## config.mk

```make
export PLATFORM = sky130hd
export DESIGN_NAME = output_channel_buffer
export DESIGN_NICKNAME = d
export VERILOG_FILES = /design/src/rtl/noc_pkg.sv /design/src/rtl/output_channel_buffer.sv
export SDC_FILE = /design/constraint.sdc
export NUM_CORES = 1
export LEC_CHECK = 0
export ABC_AREA = 1
export CORE_UTILIZATION = 27
export DETAILED_ROUTE_END_ITERATION = 8
export PLACE_DENSITY = 0.55
export SETUP_SLACK_MARGIN = 0.05
export SLEW_MARGIN = 20
export SYNTH_ARGS = -nofsm -noshare
export SYNTH_HDL_FRONTEND = slang
export SYNTH_SLANG_ARGS = --single-unit
```

## constraint.sdc

```tcl
create_clock -name clk -period 6.3 [get_ports clk]
set_clock_uncertainty 0.1 [all_clocks]
set_input_delay 1.26 -clock clk [delete_from_list [all_inputs] [get_ports clk]]
set_output_delay 1.26 -clock clk [all_outputs]
set_load 0.005 [all_outputs]
```

## src/rtl/noc_pkg.sv

```systemverilog
// Shared NoC packet definitions: packet width, hop-count field and the saturating hop decrement.
// No state; consumed by the channel buffers.
package noc_pkg;

    localparam int PKT_W   = 64;
    localparam int HOP_MSB = 55;
    localparam int HOP_LSB = 48;

    typedef logic [PKT_W-1:0] pkt_t;

    // A hop count already at zero stays at zero rather than wrapping.
    function automatic pkt_t hop_dec(input pkt_t p);
        pkt_t r;
        r = p;
        if (p[HOP_MSB:HOP_LSB] != 8'h00) begin
            r[HOP_MSB:HOP_LSB] = p[HOP_MSB:HOP_LSB] - 8'd1;
        end
        return r;
    endfunction

endpackage

```

## src/rtl/output_channel_buffer.sv

```systemverilog
// Output channel buffer: circular FIFO of DEPTH packets, hop decrement applied on the way in.
// Latency: one cycle from accepted write to so/packet; no empty bypass.
// Backpressure: full stops the arbiter; a write arriving while full with no read is dropped and sets sticky overflow.
module output_channel_buffer
    import noc_pkg::*;
#(
    parameter int DEPTH = 2,
    parameter bit TO_PE = 1'b0
) (
    input  logic                     clk,
    input  logic                     reset,
    input  logic [PKT_W-1:0]         di,
    input  logic                     WE,
    output logic                     full,
    output logic [PKT_W-1:0]         packet,
    output logic                     so,
    input  logic                     ri,
    output logic [$clog2(DEPTH):0]   occupancy,
    output logic                     overflow
);

    localparam int PW = $clog2(DEPTH);
    localparam int CW = PW + 1;

    pkt_t            mem_q [DEPTH];
    logic [PW-1:0]   rd_ptr_q, rd_ptr_d;
    logic [PW-1:0]   wr_ptr_q, wr_ptr_d;
    logic [CW-1:0]   cnt_q, cnt_d;
    logic            ovf_q, ovf_d;

    logic            rd_en;
    logic            wr_vld;
    logic            wr_en;
    pkt_t            wr_dat;

    assign so        = (cnt_q != '0);
    assign full      = (cnt_q == CW'(DEPTH));
    assign occupancy = cnt_q;
    assign overflow  = ovf_q;
    assign packet    = so ? mem_q[rd_ptr_q] : '0;

    // An all-zero word means "no packet" and is never stored or counted as a drop.
    assign rd_en  = so & ri;
    assign wr_vld = WE & (di != '0);
    assign wr_en  = wr_vld & (~full | rd_en);
    assign wr_dat = TO_PE ? di : hop_dec(di);

    always_comb begin
        rd_ptr_d = rd_ptr_q;
        wr_ptr_d = wr_ptr_q;
        cnt_d    = cnt_q;
        ovf_d    = ovf_q;
        if (rd_en) begin
            rd_ptr_d = rd_ptr_q + PW'(1);
        end
        if (wr_en) begin
            wr_ptr_d = wr_ptr_q + PW'(1);
        end
        if (wr_en && !rd_en) begin
            cnt_d = cnt_q + CW'(1);
        end else if (!wr_en && rd_en) begin
            cnt_d = cnt_q - CW'(1);
        end
        if (wr_vld && !wr_en) begin
            ovf_d = 1'b1;
        end
    end

    always_ff @(posedge clk or negedge reset) begin
        if (!reset) begin
            rd_ptr_q <= '0;
            wr_ptr_q <= '0;
            cnt_q    <= '0;
            ovf_q    <= 1'b0;
        end else begin
            rd_ptr_q <= rd_ptr_d;
            wr_ptr_q <= wr_ptr_d;
            cnt_q    <= cnt_d;
            ovf_q    <= ovf_d;
        end
    end

    // Storage is left uncleared by reset; outputs mask it while empty.
    always_ff @(posedge clk) begin
        if (wr_en) begin
            mem_q[wr_ptr_q] <= wr_dat;
        end
    end

endmodule

```

## Yosys cells after proc, flatten, opt, wreduce, memory -nomap -nowiden

Memories as Yosys holds them, arrays and structs flattened.
Cells that the tools add are included.
W data, S select, Z words.

- Bits in registers: 5
- Memory bits (writable): 128
- Bits of input ports: 68
- Logic and storage cells: 31
- Memories: 1

Memory list:

| memory | words | width | read ports | clocked after memory_dff | write ports | line | text |
|---|---|---|---|---|---|---|---|
| mem_q | 2 | 64 | 1 | 0 | 1 | output_channel_buffer.sv:25 | `pkt_t mem_q [DEPTH];` |

- Add/sub/neg operators: 5
- Equality and inequality tests: 1
- Mux-type cells: 6
- Bitwise gates (word level): 5
- Reductions and logical operators: 9

Operators with widths:

| operator | number |
|---|---|
| $mux W64 | 1 |
| $reduce_bool A64 Y1 | 1 |
| $mux W8 | 1 |
| $reduce_bool A8 Y1 | 1 |
| $sub A8 B1 Y8 const B | 1 |
| $mux W2 | 2 |
| $reduce_bool A2 Y1 | 2 |
| $and A1 B1 Y1 | 3 |
| $logic_and A1 B1 Y1 | 3 |
| $add A1 B1 Y1 const B | 2 |
| $add A2 B1 Y2 const B | 1 |
| $eq A2 B2 Y1 const B | 1 |
| $logic_not A1 Y1 | 2 |
| $mux W1 | 2 |
| $sub A2 B1 Y2 const B | 1 |
| $not A1 Y1 | 1 |
| $or A1 B1 Y1 | 1 |

## Longest topological paths before layout

Gate-level depths: netlist (run 1).

- Depth after elaboration: 8
- Depth in mapped cells: 13
- Gate-level depth less buffers: 13

## Worst setup path before layout (run 1)

Ideal clock, no wire load.

- Kind: input -> register
- Start point: input di[48]
- End point: memory mem_q[1][0] (netlist name), enable pin
- Setup time: 0.486 ns
- Arrival: 4.620 ns
- Required time: 5.714 ns
- Path slack: 1.093 ns
- Stages on the path: 9
- Path buffers: 0
- Cells stage by stage: inv_2 ha_1 nand2_2 nor2_8 nand2_1 nor2_2 nand2_2 nand3_2 nor2_1

- Longest elaborated chain between the ends: 5

RTL lines:

| element | line | text |
|---|---|---|
| start, declared | output_channel_buffer.sv:12 | `input logic [PKT_W-1:0] di,` |
| $reduce_bool A64 Y1 | output_channel_buffer.sv:44 | `assign wr_vld = WE & (di != '0);` |
| $and A1 B1 Y1 | output_channel_buffer.sv:44 |  |
| $and A1 B1 Y1 | output_channel_buffer.sv:45 | `assign wr_en = wr_vld & (~full \| rd_en);` |
| $mux W1 | output_channel_buffer.sv:85 | `if (wr_en) begin` |
| $mux W1 (implied by the code) | output_channel_buffer.sv:86 | `mem_q[wr_ptr_q] <= wr_dat;` |
| end, declared | output_channel_buffer.sv:25 |  |

No other way between the ends.

## Worst setup path after layout (run 1)

- Start point: register cnt_q[0], in the netlist occupancy[0]
- End point: output packet[61]

- Longest elaborated chain between the ends: 2

RTL lines:

| element | line | text |
|---|---|---|
| start, declared | output_channel_buffer.sv:28 | `logic [CW-1:0] cnt_q, cnt_d;` |
| start signal, assigned | output_channel_buffer.sv:78 | `cnt_q <= cnt_d;` |
| $reduce_bool A2 Y1 | output_channel_buffer.sv:36 | `assign so = (cnt_q != '0);` |
| $mux W64 | output_channel_buffer.sv:40 | `assign packet = so ? mem_q[rd_ptr_q] : '0;` |
| end, declared | output_channel_buffer.sv:15 | `output logic [PKT_W-1:0] packet,` |

No other way between the ends.

==> run_results.csv, run 1 <==
group,metric,value,unit
cells_and_area,final_nets,672,
clock_tree,cts_tree,"done",
clock_tree,numCtsBuffers,17,
timing,worst_pin_slew,0.941,ns
placed_design,io_buffers,136,
clock_tree,path_clk_slew,0.06,ns
logic_synthesis,synthFlopType,"edfxtp_1",
power_and_ir_drop,peakVddDrop,0.233,mV
timing,setup_viol,0,
timing,final_hold_viol_count,0,
timing,setup_tns,0,ns
hold_path,hold_path.class,"flip-flop to flip-flop",
logic_synthesis,synth_top_area_cell,"edfxtp_1",
die,die_area,20700,um2
global_routing,antenna_found_initial,0,
critical_path,rrSetupSlack,3.53,ns
placed_design,dp_hpwl,8.34,mm
global_routing,grt_max_degree,66,
die,coreArea,19600,um2
clock_tree,cts_resized,0,
timing,rsz0062_at_grt,"no",
global_routing,grt_overflow_total,0,
cells_and_area,nFillCells,1910,
run,maxCapViolCount,0,
cells_and_area,antennaDiodeCount,0,
route,drtIter0Drc,168,
cells_and_area,drive_gt1_share,8.14,%
die,rows,51,
cells_and_area,area_growth,42.5,%
global_routing,grt_pass1_wl,19.8,mm
die,dieWidth,144,um
die,start_util,27.7,%
clock_tree,cts.path.max_buffers,2,
logic_synthesis,ys_seq_area_share,73.2,%
placed_design,place.gp.congestion,0.758,
hold_path,hold_path_startpoint,"wr_ptr_q$_DFFE_PN0N_",
hold_path,min_to,"wr_ptr_q$_DFFE_PN0N_",
critical_path,rr_worst_depth,7,
route,vias_per_cell,4.25,
global_routing,grtUsageTotal,13.0,%
critical_path,critPathRequiredTime,4.94,ns
clock_tree,cts_setup_buffers,0,
cells_and_area,seq_area,3970,um2
route,routed_wl,12.7,mm
global_routing,grt_pass1_vias,3814,
timing,whs,0.382,ns
clock_tree,h-tree-depth,4,
logic_synthesis,netlist_area,5420,um2
clock_tree,clock_sinks,133,
route,ant_nets,0,
logic_synthesis,yosysMostFrequentCell,"nand2_1",
cells_and_area,multi_input_area,1340,um2
route,via_count,3732,
logic_synthesis,synth-async-reset-ratio,3.76,%
logic_synthesis,ys_types,24,
timing,timing.final.crit_period,3.83,ns
logic_synthesis,synth_common_cells,"nand2_1, edfxtp_1, a21oi_1",
power_and_ir_drop,p_per_area,468,nW/um2
logic_synthesis,synthTopCellsByArea,"edfxtp_1, nand2_1, a21oi_1",
critical_path,crit_arrival,2.47,ns
critical_path,timing.rr.start,"occupancy[0]$_DFFE_PN0P_",
timing,timing.slew.headroom,37.2,%
clock_tree,holdBufCountCts,0,
logic_synthesis,synth_top_area_share,70.9,%
logic_synthesis,synth_warnings,0,
logic_synthesis,synth_edf_count,128,
logic_synthesis,synth_nets,532,
outcome,status,"finished, final reports clean",
die,io_pins,137,
critical_path,critical_path_class,"flip-flop to output pin",
route,dr.pass1.iters,4,
critical_path,reg2reg_to,"mem_q[0][9]$_DFFE_PP_",
critical_path,start_kind,"flip-flop",
logic_synthesis,synth-seq-cells,133,
power_and_ir_drop,power.leakage,2.75,nW
clock_tree,ctsRootBufferMaster,"clkbuf_16",
critical_path,worstPathMaxFanout,49,
hold_path,min_path_cells,2,
clock_tree,clk_latency,0.41,ns
die,die_h,144,um
logic_synthesis,avgSynthCellArea,11.8,um2
route,wire_per_inst,14.5,um
logic_synthesis,synth_cells,461,
timing,fmax,261,MHz
timing,finalCritPeriodShare,60.8,%
route,drc_errors,0,
critical_path,end_kind,"output pin",
timing,report.final.slew_viol_count,0,
==> cell usage in the layout, fill, tap and decap left out, types with 2 or more instances in the layout <==
master and n:
nand2_1 156, clkdlybuf4s50_1 136, edfxtp_1 128, a21oi_1 67, nor2_1 45, clkbuf_16 17
inv_1 7, xor2_1 6, buf_4 5, bufinv_16 4, dfrtp_1 4, nor2_4 3
inv_2 3, ha_1 3, clkinvlp_4 3, clkinv_4 3, nand2_2 2, nor2_2 2
nand3_1 2, xnor2_1 2, o21ai_1 2, clkinv_2 2, clkbuf_1 2
==> sequential cells by signal, indices dropped and copies added, names as in the netlist <==
name and flops:
mem_q 128, wr_ptr_q 1, overflow 1, occupancy 2, rd_ptr_q 1
==> routing by layer <==
| metal | global-route usage [%] | vias up | routed length, um |
|---|---|---|---|
| met2 | 22.5 | 91 | 6440 |
| met1 | 15.1 | 1759 | 5470 |
| met4 | 5.77 | 0 | 184 |
| met3 | 3.40 | 17 | 621 |
| met5 | 0 | - | 0 |
| li1 | - | 1865 | - |
==> cells by family (layout without fill, tap and decap cells) <==
kind of cell / count (synthesis) / after routing / share of synthesized area (%)
AND/OR/NAND/NOR: 214 / 214 / 15.8
buffers and inverters: 32 / 185 / 2.42
AO/OA/AOI/OAI: 71 / 71 / 6.62
XOR/XNOR: 8 / 8 / 1.29
adder cells (fa/ha/maj): 3 / 3 / 0.692
flip-flops: 133 / 133 / 73.2
==> report_power, final <==
| group | internal, mW | switching [mW] | leakage [nW] |
|---|---|---|---|
| clock network | 0.660 | 0.362 | 0.291 |
| registers | 1.21 | 0.0517 | 1.25 |
| logic | 0.653 | 0.681 | 1.22 |
| total | 2.52 | 1.09 | 2.75 |
==> how the worst max path moves through the flow <==
stage | cells past startpoint | endpoint | slack [ns] | from
6_report | 4 | packet[61] | 2.47 | occupancy[0]$_DFFE_PN0P_
5_1_grt | 4 | packet[8] | 2.25 | occupancy[0]$_DFFE_PN0P_
4_1_cts | 4 | packet[43] | 2.37 | occupancy[0]$_DFFE_PN0P_
3_5_place_dp | 11 | mem_q[1][61]$_DFFE_PP_ | 1.95 | di[49]
3_3_place_gp | 11 | mem_q[1][58]$_DFFE_PP_ | 2.04 | di[49]
2_1_floorplan | 9 | mem_q[1][0]$_DFFE_PP_ | 1.09 | di[48]
==> critical path: stages (launching register included) <==
cell	delay (ns)
dfrtp_1	0.45
nor2_4	0.40
buf_4	0.57
a21oi_1	0.12
clkdlybuf4s50_1	0.49
==> per-stage QoR <==
step	utilization, %	setup slack (ns)	power, mW	instance area, um2	std cells
finish	39.4	2.47	3.62	7720	879
CTS	39.3	2.37	3.67	7700	878
floorplan	-	1.09	1.85	5420	461
global route	39.4	2.25	3.84	7720	879
global placement	36.1	2.04	2.61	7080	846
detailed placement	36.2	1.95	2.63	7080	846
==> area by class of cell <==
| type | count | area share, % |
|---|---|---|
| well taps | 265 | 4.29 |
| clock buffers | 19 | 5.60 |
| multi-input cells | 296 | 17.3 |
| inverters | 11 | 0.567 |
| clock inverters | 13 | 2.36 |
| flip-flops and latches | 133 | 51.4 |
| repair buffers | 142 | 18.5 |
(Power assumes the default switching activity.)
==> inputs of run 2 (changes only) <==
Clock period 6.3 ns to 3.88 ns, I/O delays scaled along.
==> run 2 against run 1 <==
  * Sequential power is 62% higher
  * Register-to-register slack worse by 2.0 ns
  * Global-route usage is 0.36 points higher
  * Worst hold slack better by 0.0085 ns
  * Cell count is 0.23% higher
  * Combinational power is 65% higher
  * Critical path depth stayed put
  * Via count is 1.4% higher
  * Count of clock-buffer cells in the layout is 1 higher
  * Die area stayed put
  * Critical endpoint is now packet[1]
  * Highest routed layer unchanged
==> run_results.csv, run 2 (synthesis results as in run 1) <==
group,metric,value,unit
hold_path,hold_path.class,"flip-flop to flip-flop",
global_routing,grt_overflow_total,0,
clock_tree,cts_tree,"done",
critical_path,crit_arrival,2.38,ns
cells_and_area,largest_reg_flops,128,
outcome,status,"finished, final reports clean",
die,die_area,20700,um2
critical_path,critical_path_class,"flip-flop to output pin",
timing,rsz0062_at_grt,"no",
critical_path,end_kind,"output pin",
route,via_count,3785,
clock_tree,ctsRootBufferMaster,"clkbuf_16",
timing,setup_viol,0,
placed_design,dp.cells,849,
power_and_ir_drop,clockPowerShare,29.3,%
route,routed_wl,13.1,mm
power_and_ir_drop,peakVddDrop,0.369,mV
clock_tree,holdBufCountCts,0,
timing,timing.slew.headroom,51.1,%
cells_and_area,nFillCells,1865,
timing,report.final.slew_viol_count,0,
global_routing,grt_pass1_wl,20.2,mm
cells_and_area,finalNonFillerCells,881,
route,ant_nets,0,
critical_path,worstPathMaxFanout,34,
route,vias_per_cell,4.30,
die,dieWidth,144,um
die,rows,51,
critical_path,critPathRequiredTime,3.00,ns
die,coreArea,19600,um2
cells_and_area,multi_input_area,1340,um2
timing,setup_tns,0,ns
cells_and_area,top_register,"mem_q",
route,dr.pass1.iters,4,
placed_design,io_buffers,136,
clock_tree,cts_resized,0,
cells_and_area,final_nets,674,
die,start_util,27.7,%
run,maxCapViolCount,0,
global_routing,grt_pass1_vias,3864,
power_and_ir_drop,comb_power_share,36.6,%
die,io_pins,137,
timing,fmax,307,MHz
die,die_h,144,um
cells_and_area,antennaDiodeCount,0,
critical_path,start_kind,"flip-flop",
placed_design,place.gp.congestion,0.760,
timing,timing.final.crit_period,3.25,ns
timing,worst_pin_slew,0.734,ns
clock_tree,h-tree-depth,4,
power_and_ir_drop,seqPwrFrac,34.1,%
route,drc_errors,0,
clock_tree,path_clk_slew,0.06,ns
global_routing,grt_max_degree,65,
placed_design,dp_hpwl,8.53,mm
global_routing,antenna_found_initial,0,
clock_tree,numCtsBuffers,17,
route,drtIter0Drc,222,
power_and_ir_drop,power,5.99,mW
timing,finalCritPeriodShare,83.9,%
timing,final_hold_viol_count,0,
clock_tree,cts_setup_buffers,0,
power_and_ir_drop,p_sw,1.80,mW
power_and_ir_drop,p_per_area,771,nW/um2
cells_and_area,drive_gt1_share,8.60,%
cells_and_area,area_growth,43.4,%
power_and_ir_drop,p_int,4.20,mW
placed_design,place_ws,0.754,ns
power_and_ir_drop,power.leakage,2.78,nW
power_and_ir_drop,swShare,30.0,%
cells_and_area,final_cell_mix,"nand2_1, clkdlybuf4s50_1, edfxtp_1",
cells_and_area,layout_commonest_cell,"nand2_1",
clock_tree,clk_latency,0.41,ns
clock_tree,clock_sinks,133,
cells_and_area,seq_area,3970,um2
route,wire_per_inst,14.8,um
global_routing,grtUsageTotal,13.4,%
timing,setup_ws,0.626,ns
clock_tree,cts.path.max_buffers,2,
[run 2: changes by cell type in the layout (fill, tap and decap cells not counted)]
cell	before	now
buf_12	0	2
buf_16	1	0
buf_4	5	6
bufinv_16	4	5
clkbuf_8	0	1
clkinv_1	1	0
clkinv_2	2	1
clkinv_4	3	2
clkinvlp_4	3	4
inv_2	3	4
inv_4	1	0
[run 2: worst paths after layout]
check	to	start	cells past startpoint	slack [ns]
worst max-delay path	packet[1]	occupancy[0]$_DFFE_PN0P_	4	0.63
worst min-delay path	overflow$_DFFE_PN0P_	overflow$_DFFE_PN0P_	1	0.39
worst max register to register	occupancy[1]$_DFFE_PN0P_	occupancy[0]$_DFFE_PN0P_	10	1.56
worst min register to register	overflow$_DFFE_PN0P_	overflow$_DFFE_PN0P_	1	0.39
max in group asynchronous	rd_ptr_q$_DFFE_PN0P_	reset	1	2.95
min in group asynchronous	overflow$_DFFE_PN0P_	reset	1	0.50
[run 2: cell type report]
type	count	area share, %
Clock buffer	20	5.74
Clock inverter	12	2.61
Inverter	11	0.531
Multi-Input combinational cell	296	17.2
Tap cell	265	4.26
Sequential cell	133	51.1
Timing Repair Buffer	144	18.6
[run 2: routing by layer]
layer	wire length [um]	part of all wire, %	vias to the layer above	global-route usage [%]
met1	5390	41	1799	14.9
met5	0	0	-	0
li1	-	-	1863	-
met3	641	4.9	15	2.93
met2	6800	52	108	24.0
met4	232	1.8	0	6.61
[run 2: critical path: stages, from the launching register on]
cell             delay (ns)
dfrtp_1                0.46
nor2_4                 0.43
buf_4                  0.46
a21oi_1                0.10
clkdlybuf4s50_1        0.50
[run 2: power groups by stage]
| stage | combinational [mW] | clock (mW) | sequential, mW |
|---|---|---|---|
| after detailed placement | 2.25 | 0 | 2.07 |
| after CTS | 2.27 | 1.80 | 2.05 |
| after global placement | 2.23 | 0 | 2.06 |
| after floorplan | 0.935 | 0 | 2.07 |
| final | 2.19 | 1.76 | 2.04 |
| after global routing | 2.43 | 1.85 | 2.07 |
[run 2: metrics by stage]
| stage | hold slack, ns | utilization (%) | area, um2 |
|---|---|---|---|
| 2_1_floorplan | 0.342 | - | 5430 |
| 3_3_place_gp | 0.355 | 36.4 | 7130 |
| 3_5_place_dp | 0.382 | 36.4 | 7130 |
| 4_1_cts | 0.401 | 39.7 | 7780 |
| 5_1_grt | 0.408 | 39.7 | 7780 |
| 6_report | 0.390 | 39.7 | 7780 |
